File: config.mk
export PLATFORM = sky130hd
export DESIGN_NAME = spi_responder
export DESIGN_NICKNAME = d
export VERILOG_FILES = /design/src/rtl/spi_pkg.sv /design/src/rtl/spi_input_sync.sv /design/src/rtl/spi_responder.sv
export SDC_FILE = /design/constraint.sdc
export NUM_CORES = 1
export LEC_CHECK = 0
export CAP_MARGIN = 20
export CORE_MARGIN = 8
export CORE_UTILIZATION = 40
export CTS_BUF_LIST = sky130_fd_sc_hd__clkbuf_16
export DETAILED_ROUTE_END_ITERATION = 10
export SKIP_LAST_GASP = 1
export SYNTH_ARGS = -nofsm -noshare
export SYNTH_HDL_FRONTEND = slang
export SYNTH_SLANG_ARGS = --single-unit
File: constraint.sdc
create_clock -name clock -period 1.9 [get_ports clock]
set_input_delay 0.38 -clock clock [delete_from_list [all_inputs] [get_ports clock]]
set_output_delay 0.38 -clock clock [all_outputs]
set_load 0.01 [all_outputs]
File: src/rtl/spi_pkg.sv
// -----------------------------------------------------------------------------
// spi_pkg
// Definitions shared by the SPI clock generator, the responder and the
// future master: default word width, underrun word, FSM state encoding and
// the SPI mode constants (mode 0: CPOL=0, CPHA=0).
// -----------------------------------------------------------------------------
package spi_pkg;

  localparam int SPI_DATA_WIDTH  = 8;
  localparam int SPI_SYNC_STAGES = 2;
  localparam logic [SPI_DATA_WIDTH-1:0] SPI_DEFAULT_TX = 8'h00;

  // Mode 0: sclk idles low, data sampled on rise and changed on fall.
  localparam logic SPI_CPOL = 1'b0;
  localparam logic SPI_CPHA = 1'b0;

  typedef enum logic {
    ST_IDLE   = 1'b0,
    ST_ACTIVE = 1'b1
  } spi_state_e;

  // Width of a counter that indexes bit positions 0..w-1.
  function automatic int spi_count_width(input int w);
    return (w <= 2) ? 1 : $clog2(w);
  endfunction

endpackage

File: src/rtl/spi_input_sync.sv
// -----------------------------------------------------------------------------
// spi_input_sync
// Brings one asynchronous pin into the clock domain through STAGES flops,
// then keeps one extra flop of history to produce single-cycle rise/fall
// pulses.
//
// Ports:
//   clock   system clock
//   reset   asynchronous active-low reset (chain forced to IDLE_VAL)
//   pin_i   asynchronous input pin
//   sync_o  synchronised pin level
//   rise_o  one-cycle pulse on a synchronised 0->1 transition
//   fall_o  one-cycle pulse on a synchronised 1->0 transition
// -----------------------------------------------------------------------------
module spi_input_sync #(
  parameter int   STAGES   = 2,
  parameter logic IDLE_VAL = 1'b0
) (
  input  logic clock,
  input  logic reset,
  input  logic pin_i,
  output logic sync_o,
  output logic rise_o,
  output logic fall_o
);

  logic [STAGES-1:0] sync_q;
  logic              prev_q;

  always_ff @(posedge clock or negedge reset) begin
    if (!reset) begin
      sync_q <= {STAGES{IDLE_VAL}};
      prev_q <= IDLE_VAL;
    end else begin
      sync_q <= {sync_q[STAGES-2:0], pin_i};
      prev_q <= sync_q[STAGES-1];
    end
  end

  assign sync_o = sync_q[STAGES-1];
  assign rise_o = sync_q[STAGES-1] & ~prev_q;
  assign fall_o = ~sync_q[STAGES-1] & prev_q;

endmodule

File: src/rtl/spi_responder.sv
// -----------------------------------------------------------------------------
// spi_responder
// SPI mode-0 responder running in the system clock domain. sclk, cs_n and
// mosi are oversampled; MOSI words are assembled MSB-first and presented
// with a one-cycle rx_valid strobe, MISO words come from a one-entry
// valid/ready holding buffer (DEFAULT_TX is sent when it is empty).
//
// Ports:
//   clock, reset          system clock, asynchronous active-low reset
//   sclk, cs_n, mosi      SPI pins from the master (asynchronous)
//   miso, miso_oe         SPI data out and pad output enable
//   tx_data/valid/ready   holding-buffer write handshake
//   rx_data, rx_valid     last received word and its update strobe
//   tx_underrun           strobe: DEFAULT_TX loaded, buffer was empty
//   busy                  a transaction is in progress
// -----------------------------------------------------------------------------
module spi_responder
  import spi_pkg::*;
#(
  parameter int                    DATA_WIDTH  = SPI_DATA_WIDTH,
  parameter int                    SYNC_STAGES = SPI_SYNC_STAGES,
  parameter logic [DATA_WIDTH-1:0] DEFAULT_TX  = DATA_WIDTH'(SPI_DEFAULT_TX)
) (
  input  logic                  clock,
  input  logic                  reset,
  input  logic                  sclk,
  input  logic                  cs_n,
  input  logic                  mosi,
  output logic                  miso,
  output logic                  miso_oe,
  input  logic [DATA_WIDTH-1:0] tx_data,
  input  logic                  tx_valid,
  output logic                  tx_ready,
  output logic [DATA_WIDTH-1:0] rx_data,
  output logic                  rx_valid,
  output logic                  tx_underrun,
  output logic                  busy
);

  localparam int              CW       = spi_count_width(DATA_WIDTH);
  localparam logic [CW-1:0]   LAST_BIT = CW'(DATA_WIDTH - 1);

  // ---------------------------------------------------------------------------
  // Pin synchronisers
  // ---------------------------------------------------------------------------
  logic sclk_sync, sclk_rise, sclk_fall;
  logic cs_sync, cs_rise, cs_fall;
  logic mosi_sync, mosi_rise, mosi_fall;

  spi_input_sync #(.STAGES(SYNC_STAGES), .IDLE_VAL(1'b0)) u_sync_sclk (
    .clock (clock),
    .reset (reset),
    .pin_i (sclk),
    .sync_o(sclk_sync),
    .rise_o(sclk_rise),
    .fall_o(sclk_fall)
  );

  spi_input_sync #(.STAGES(SYNC_STAGES), .IDLE_VAL(1'b1)) u_sync_cs (
    .clock (clock),
    .reset (reset),
    .pin_i (cs_n),
    .sync_o(cs_sync),
    .rise_o(cs_rise),
    .fall_o(cs_fall)
  );

  spi_input_sync #(.STAGES(SYNC_STAGES), .IDLE_VAL(1'b0)) u_sync_mosi (
    .clock (clock),
    .reset (reset),
    .pin_i (mosi),
    .sync_o(mosi_sync),
    .rise_o(mosi_rise),
    .fall_o(mosi_fall)
  );

  // Only the edges of sclk/cs_n and the level of mosi are needed here.
  logic unused_sync;
  assign unused_sync = ^{sclk_sync, cs_sync, mosi_rise, mosi_fall};

  // ---------------------------------------------------------------------------
  // State
  // ---------------------------------------------------------------------------
  spi_state_e            state_q, state_d;
  logic [CW-1:0]         bit_cnt_q, bit_cnt_d;
  logic                  word_done_q, word_done_d;
  logic [DATA_WIDTH-1:0] rx_shift_q, rx_shift_d;
  logic [DATA_WIDTH-1:0] rx_data_q, rx_data_d;
  logic                  rx_valid_q, rx_valid_d;
  logic [DATA_WIDTH-1:0] tx_shift_q, tx_shift_d;
  logic                  underrun_q, underrun_d;
  logic [DATA_WIDTH-1:0] buf_q, buf_d;
  logic                  buf_full_q, buf_full_d;

  logic                  consume;
  logic [DATA_WIDTH-1:0] rx_word;

  assign rx_word = {rx_shift_q[DATA_WIDTH-2:0], mosi_sync};

  always_ff @(posedge clock or negedge reset) begin
    if (!reset) begin
      state_q     <= ST_IDLE;
      bit_cnt_q   <= '0;
      word_done_q <= 1'b0;
      rx_shift_q  <= '0;
      rx_data_q   <= '0;
      rx_valid_q  <= 1'b0;
      tx_shift_q  <= '0;
      underrun_q  <= 1'b0;
      buf_q       <= '0;
      buf_full_q  <= 1'b0;
    end else begin
      state_q     <= state_d;
      bit_cnt_q   <= bit_cnt_d;
      word_done_q <= word_done_d;
      rx_shift_q  <= rx_shift_d;
      rx_data_q   <= rx_data_d;
      rx_valid_q  <= rx_valid_d;
      tx_shift_q  <= tx_shift_d;
      underrun_q  <= underrun_d;
      buf_q       <= buf_d;
      buf_full_q  <= buf_full_d;
    end
  end

  always_comb begin
    state_d     = state_q;
    bit_cnt_d   = bit_cnt_q;
    word_done_d = word_done_q;
    rx_shift_d  = rx_shift_q;
    rx_data_d   = rx_data_q;
    rx_valid_d  = 1'b0;
    tx_shift_d  = tx_shift_q;
    underrun_d  = 1'b0;
    buf_d       = buf_q;
    buf_full_d  = buf_full_q;
    consume     = 1'b0;

    case (state_q)
      ST_IDLE: begin
        // sclk edges are deliberately ignored while deselected.
        if (cs_fall) begin
          state_d     = ST_ACTIVE;
          bit_cnt_d   = '0;
          word_done_d = 1'b0;
          rx_shift_d  = '0;
          consume     = 1'b1;
        end
      end

      ST_ACTIVE: begin
        // cs_n rise takes priority over any sclk edge in the same cycle, so
        // a word completing exactly at deselect is discarded.
        if (cs_rise) begin
          state_d     = ST_IDLE;
          bit_cnt_d   = '0;
          word_done_d = 1'b0;
          tx_shift_d  = '0;
        end else if (sclk_rise) begin
          rx_shift_d = rx_word;
          if (bit_cnt_q == LAST_BIT) begin
            rx_data_d   = rx_word;
            rx_valid_d  = 1'b1;
            bit_cnt_d   = '0;
            word_done_d = 1'b1;
          end else begin
            bit_cnt_d = bit_cnt_q + 1'b1;
          end
        end else if (sclk_fall) begin
          if (word_done_q) begin
            // Next word goes out back to back with no gap bit.
            word_done_d = 1'b0;
            consume     = 1'b1;
          end else begin
            tx_shift_d = {tx_shift_q[DATA_WIDTH-2:0], 1'b0};
          end
        end
      end

      default: state_d = ST_IDLE;
    endcase

    // Load the shifter from the pre-cycle buffer contents.
    if (consume) begin
      if (buf_full_q) begin
        tx_shift_d = buf_q;
        buf_full_d = 1'b0;
      end else begin
        tx_shift_d = DEFAULT_TX;
        underrun_d = 1'b1;
      end
    end

    // Accept uses the pre-cycle ready, so a word written into an empty
    // buffer during an underrun load waits for the following word slot.
    if (tx_valid && !buf_full_q) begin
      buf_d      = tx_data;
      buf_full_d = 1'b1;
    end
  end

  // ---------------------------------------------------------------------------
  // Outputs
  // ---------------------------------------------------------------------------
  assign miso        = tx_shift_q[DATA_WIDTH-1];
  assign miso_oe     = (state_q == ST_ACTIVE);
  assign busy        = (state_q == ST_ACTIVE);
  assign tx_ready    = ~buf_full_q;
  assign rx_data     = rx_data_q;
  assign rx_valid    = rx_valid_q;
  assign tx_underrun = underrun_q;

endmodule

==> key figures <==
Run status
  – Outcome: complete, no violations

Clocking
  – Clock buffer depth: 2
  – CTS HTree Levels: 2
  – CTS tree: done
  – Post-CTS Hold Buffers: 0
  – CTS Sinks: 47
  – Skew-Pair Late Insertion Delay: roughly 0.28 ns
  – Post_cts resized: 0
  – CTS Buf Count: 5
  – Post CTS Setup Buffer Count: 0
  – Clock transition at the registers of the reported paths: approximately 0.06 ns
  – Root buffer cell: clkbuf_16

Global routing
  – Pin count of the biggest net entering global routing: 48
  – First-pass GRT wire length: just over 6000 µm
  – Vias in the first global route: 1350
  – Met1 capacity usage during global routing: 10.94%
  – Global-route usage over all layers: roughly a tenth
  – Routing usage on met2: a little under a fifth
  – GR Overflow Total: 0
  – Initial antenna violation count: 0
  – Met3 usage: approximately 3.1%
  – Top Usage Layer GRT: met2

Final layout
  – Most common cell after layout, fill and taps aside: dfrtp_1
  – Fin cells: 237
  – Antenna diodes: 0
  – Fillcell total: 408
  – Area grow syn2layout: 26.89%
  – Commonest non-fill, non-tap cells in the layout: dfrtp_1, clkdlybuf4s50_1, o21ai_0
  – Fin util: roughly 52%
  – Share of layout cells above drive strength 1: between 20% and 30%
  – Layout Nets: 198

Power and ir drop
  – Static leakage: 1.079 nW
  – Max IR drop VDD: just under 0.6 mV
  – Pwr Density: between 1000 and 1500 nW/µm²

Logic synthesis
  – FFs w/ async S/R, synth: 100.0%
  – Synth warn: 0
  – Mapped Area: roughly 1900 µm²
  – Mapped Cells: 151
  – Synth area leaders: dfrtp_1, mux2_2, o21ai_0
  – Area leader, netlist: dfrtp_1
  – Post-synthesis sequential area ratio: between 60% and 70%
  – Synth Register Bits: 47
  – Number of synthesized flops with an enable pin: 0
  – Share of the synthesized area in the top cell type: between 50% and 60%
  – Main flop type after synthesis: dfrtp_1
  – Synthesized net count: roughly 170
  – Post-synth cell types: 27
  – Mapped Avg Cell Area: about 13 µm²

Worst setup path
  – Family with the most delay on the worst path: buffers and inverters
  – CP Buf/Inv Count: 1
  – R2r endpoint: tx_shift_q[1]
  – Critical path class: reg2out
  – Critical Path Sink Type: output port
  – Reg2reg path depth: 4
  – Worst R2R Start: u_sync_cs.sync_q[1]
  – Crit path required time: around 1.5 ns
  – CP max FO: 10
  – WP data arrival: ~1.4 ns
  – CP max stage cell: clkdlybuf4s50_1
  – CP startpoint kind: flip-flop
  – Largest stage delay, worst path: just over 0.6 ns
  – Crit path cell chain: clkdlybuf4s50_1
  – Flop2flop setup slack: approximately 0.17 ns

Route
  – Antenna Nets Post-Route: 0
  – DR WL/cell: between 10 and 15 µm
  – Via density: ~5.2
  – Initial DRC Count: 47
  – Final wirelength: between 3000 and 4000 µm
  – Vias: around 1200
  – DRC Markers: 0
  – First drt pass iteration count: 4

STA
  – Setup-failing EPs final: 0
  – Unrepaired setup endpoints after global routing: no
  – Tcrit/Tclk final: between 90% and 100%
  – Peak Freq: approximately 0.56 GHz
  – Least-Margin Pin Slew: roughly 0.57 ns
  – Count of final max-slew check failures: 0
  – Max_slew headroom: between 60% and 70%
  – Setup Skew: roughly 0.0042 ns
  – Fin. Hold Viols: 0
  – Crit path time final: ~1.8 ns
  – Post-Route Setup TNS: 0 ns

Place
  – Gpl congestion: 0.7759
  – DP Wirelength: around 2600 µm
  – # placed instances: approximately 230
  – Port Buffer Count: 27

Run
  – MaxCap Viol Count: 0

Floorplanning
  – Die Area: 7178 µm²
  – Starting Density: 40.81%
  – I/O Pins: 28
  – DIE HEIGHT: 84.73 µm
  – Num rows: 25
  – Core area: 4629 µm²
  – Chip width: 84.73 µm

Worst hold path
  – Class of the most critical hold timing path: in2async
==> synth_stat cells, types with 2 or more instances <==
master    number
dfrtp_1       44
o21ai_0       17
mux2_2        16
nand2_1       11
nand3_1       11
inv_1         10
a32o_1         8
clkbuf_1       5
nand4_1        4
dfstp_2        3
and2_1         2
and2b_1        2
buf_6          2
ha_1           2
nor2b_1        2
==> state kept, by name, summed over array words and instances, names as in the netlist <==
| name | cells |
|---|---|
| tx_underrun | 1 |
| buf_q | 8 |
| u_sync_sclk.prev_q | 1 |
| rx_valid | 1 |
| u_sync_cs.sync_q | 2 |
| rx_data | 8 |
| rx_shift_q | 7 |
| word_done_q | 1 |
| u_sync_mosi.sync_q | 2 |
| u_sync_sclk.sync_q | 2 |
| tx_shift_q | 8 |
| u_sync_cs.prev_q | 1 |
| busy | 1 |
| buf_full_q | 1 |
| bit_cnt_q | 3 |
==> cell families after synthesis <==
logic type      share of synthesized area [%]
simple gates                            10.20
mux                                     9.536
compound gates                          11.66
buf+inv                                 4.835
flops                                   62.45
fa+ha+maj                               1.324
==> where the power goes <==
part	leakage [nW]	internal [W]	switching, W
clock	0.0838	0.000619	0.000351
combinational	0.391	0.000267	0.000174
sequential	0.604	0.00119	0.000137
total	1.08	0.00208	0.000662
==> layout make-up <==
| type | count | area, µm² | area share (%) |
|---|---|---|---|
| well taps | 54 | 67.56 | 2.818 |
| repair buffers | 33 | 322.8 | 13.47 |
| clock buffers | 5 | 125.1 | 5.219 |
| multi-input cells | 85 | 619.3 | 25.84 |
| flip-flops and latches | 47 | 1181 | 49.27 |
| clock inverters | 3 | 43.79 | 1.827 |
| inverters | 10 | 37.54 | 1.566 |
==> through the flow <==
step                power [W]  hold WS [ns]  cell area [µm²]  worst slack [ns]
finish               0.002739       0.06453             2397            0.1019
floorplan            0.001601       0.08441             1889            0.2980
detailed placement   0.001793        0.3434             2226           0.06390
global placement     0.001752        0.3322             2226            0.1734
global route         0.002883       0.08482             2397           0.03109
CTS                  0.002774       0.07598             2395           0.04603
==> layer usage <==
metal / vias up / part of all wire (%)
met3: 7 / 3.9
met5: - / 0
met1: 614 / 43
li1: 593 / -
met2: 26 / 51
met4: 0 / 2.2
==> worst max path at each step <==
stage / start / endpoint / slack, ns / cells after the start
after floorplan: u_sync_cs.sync_q[1] / tx_shift_q[1] / 0.30 / 5
after global placement: u_sync_cs.prev_q / tx_shift_q[3] / 0.17 / 4
after detailed placement: u_sync_cs.prev_q / tx_shift_q[7] / 0.06 / 4
after CTS: buf_full_q / tx_ready / 0.05 / 2
after global routing: busy / busy / 0.03 / 1
final: busy / busy / 0.10 / 1
Power figures use the tool's default switching activity.
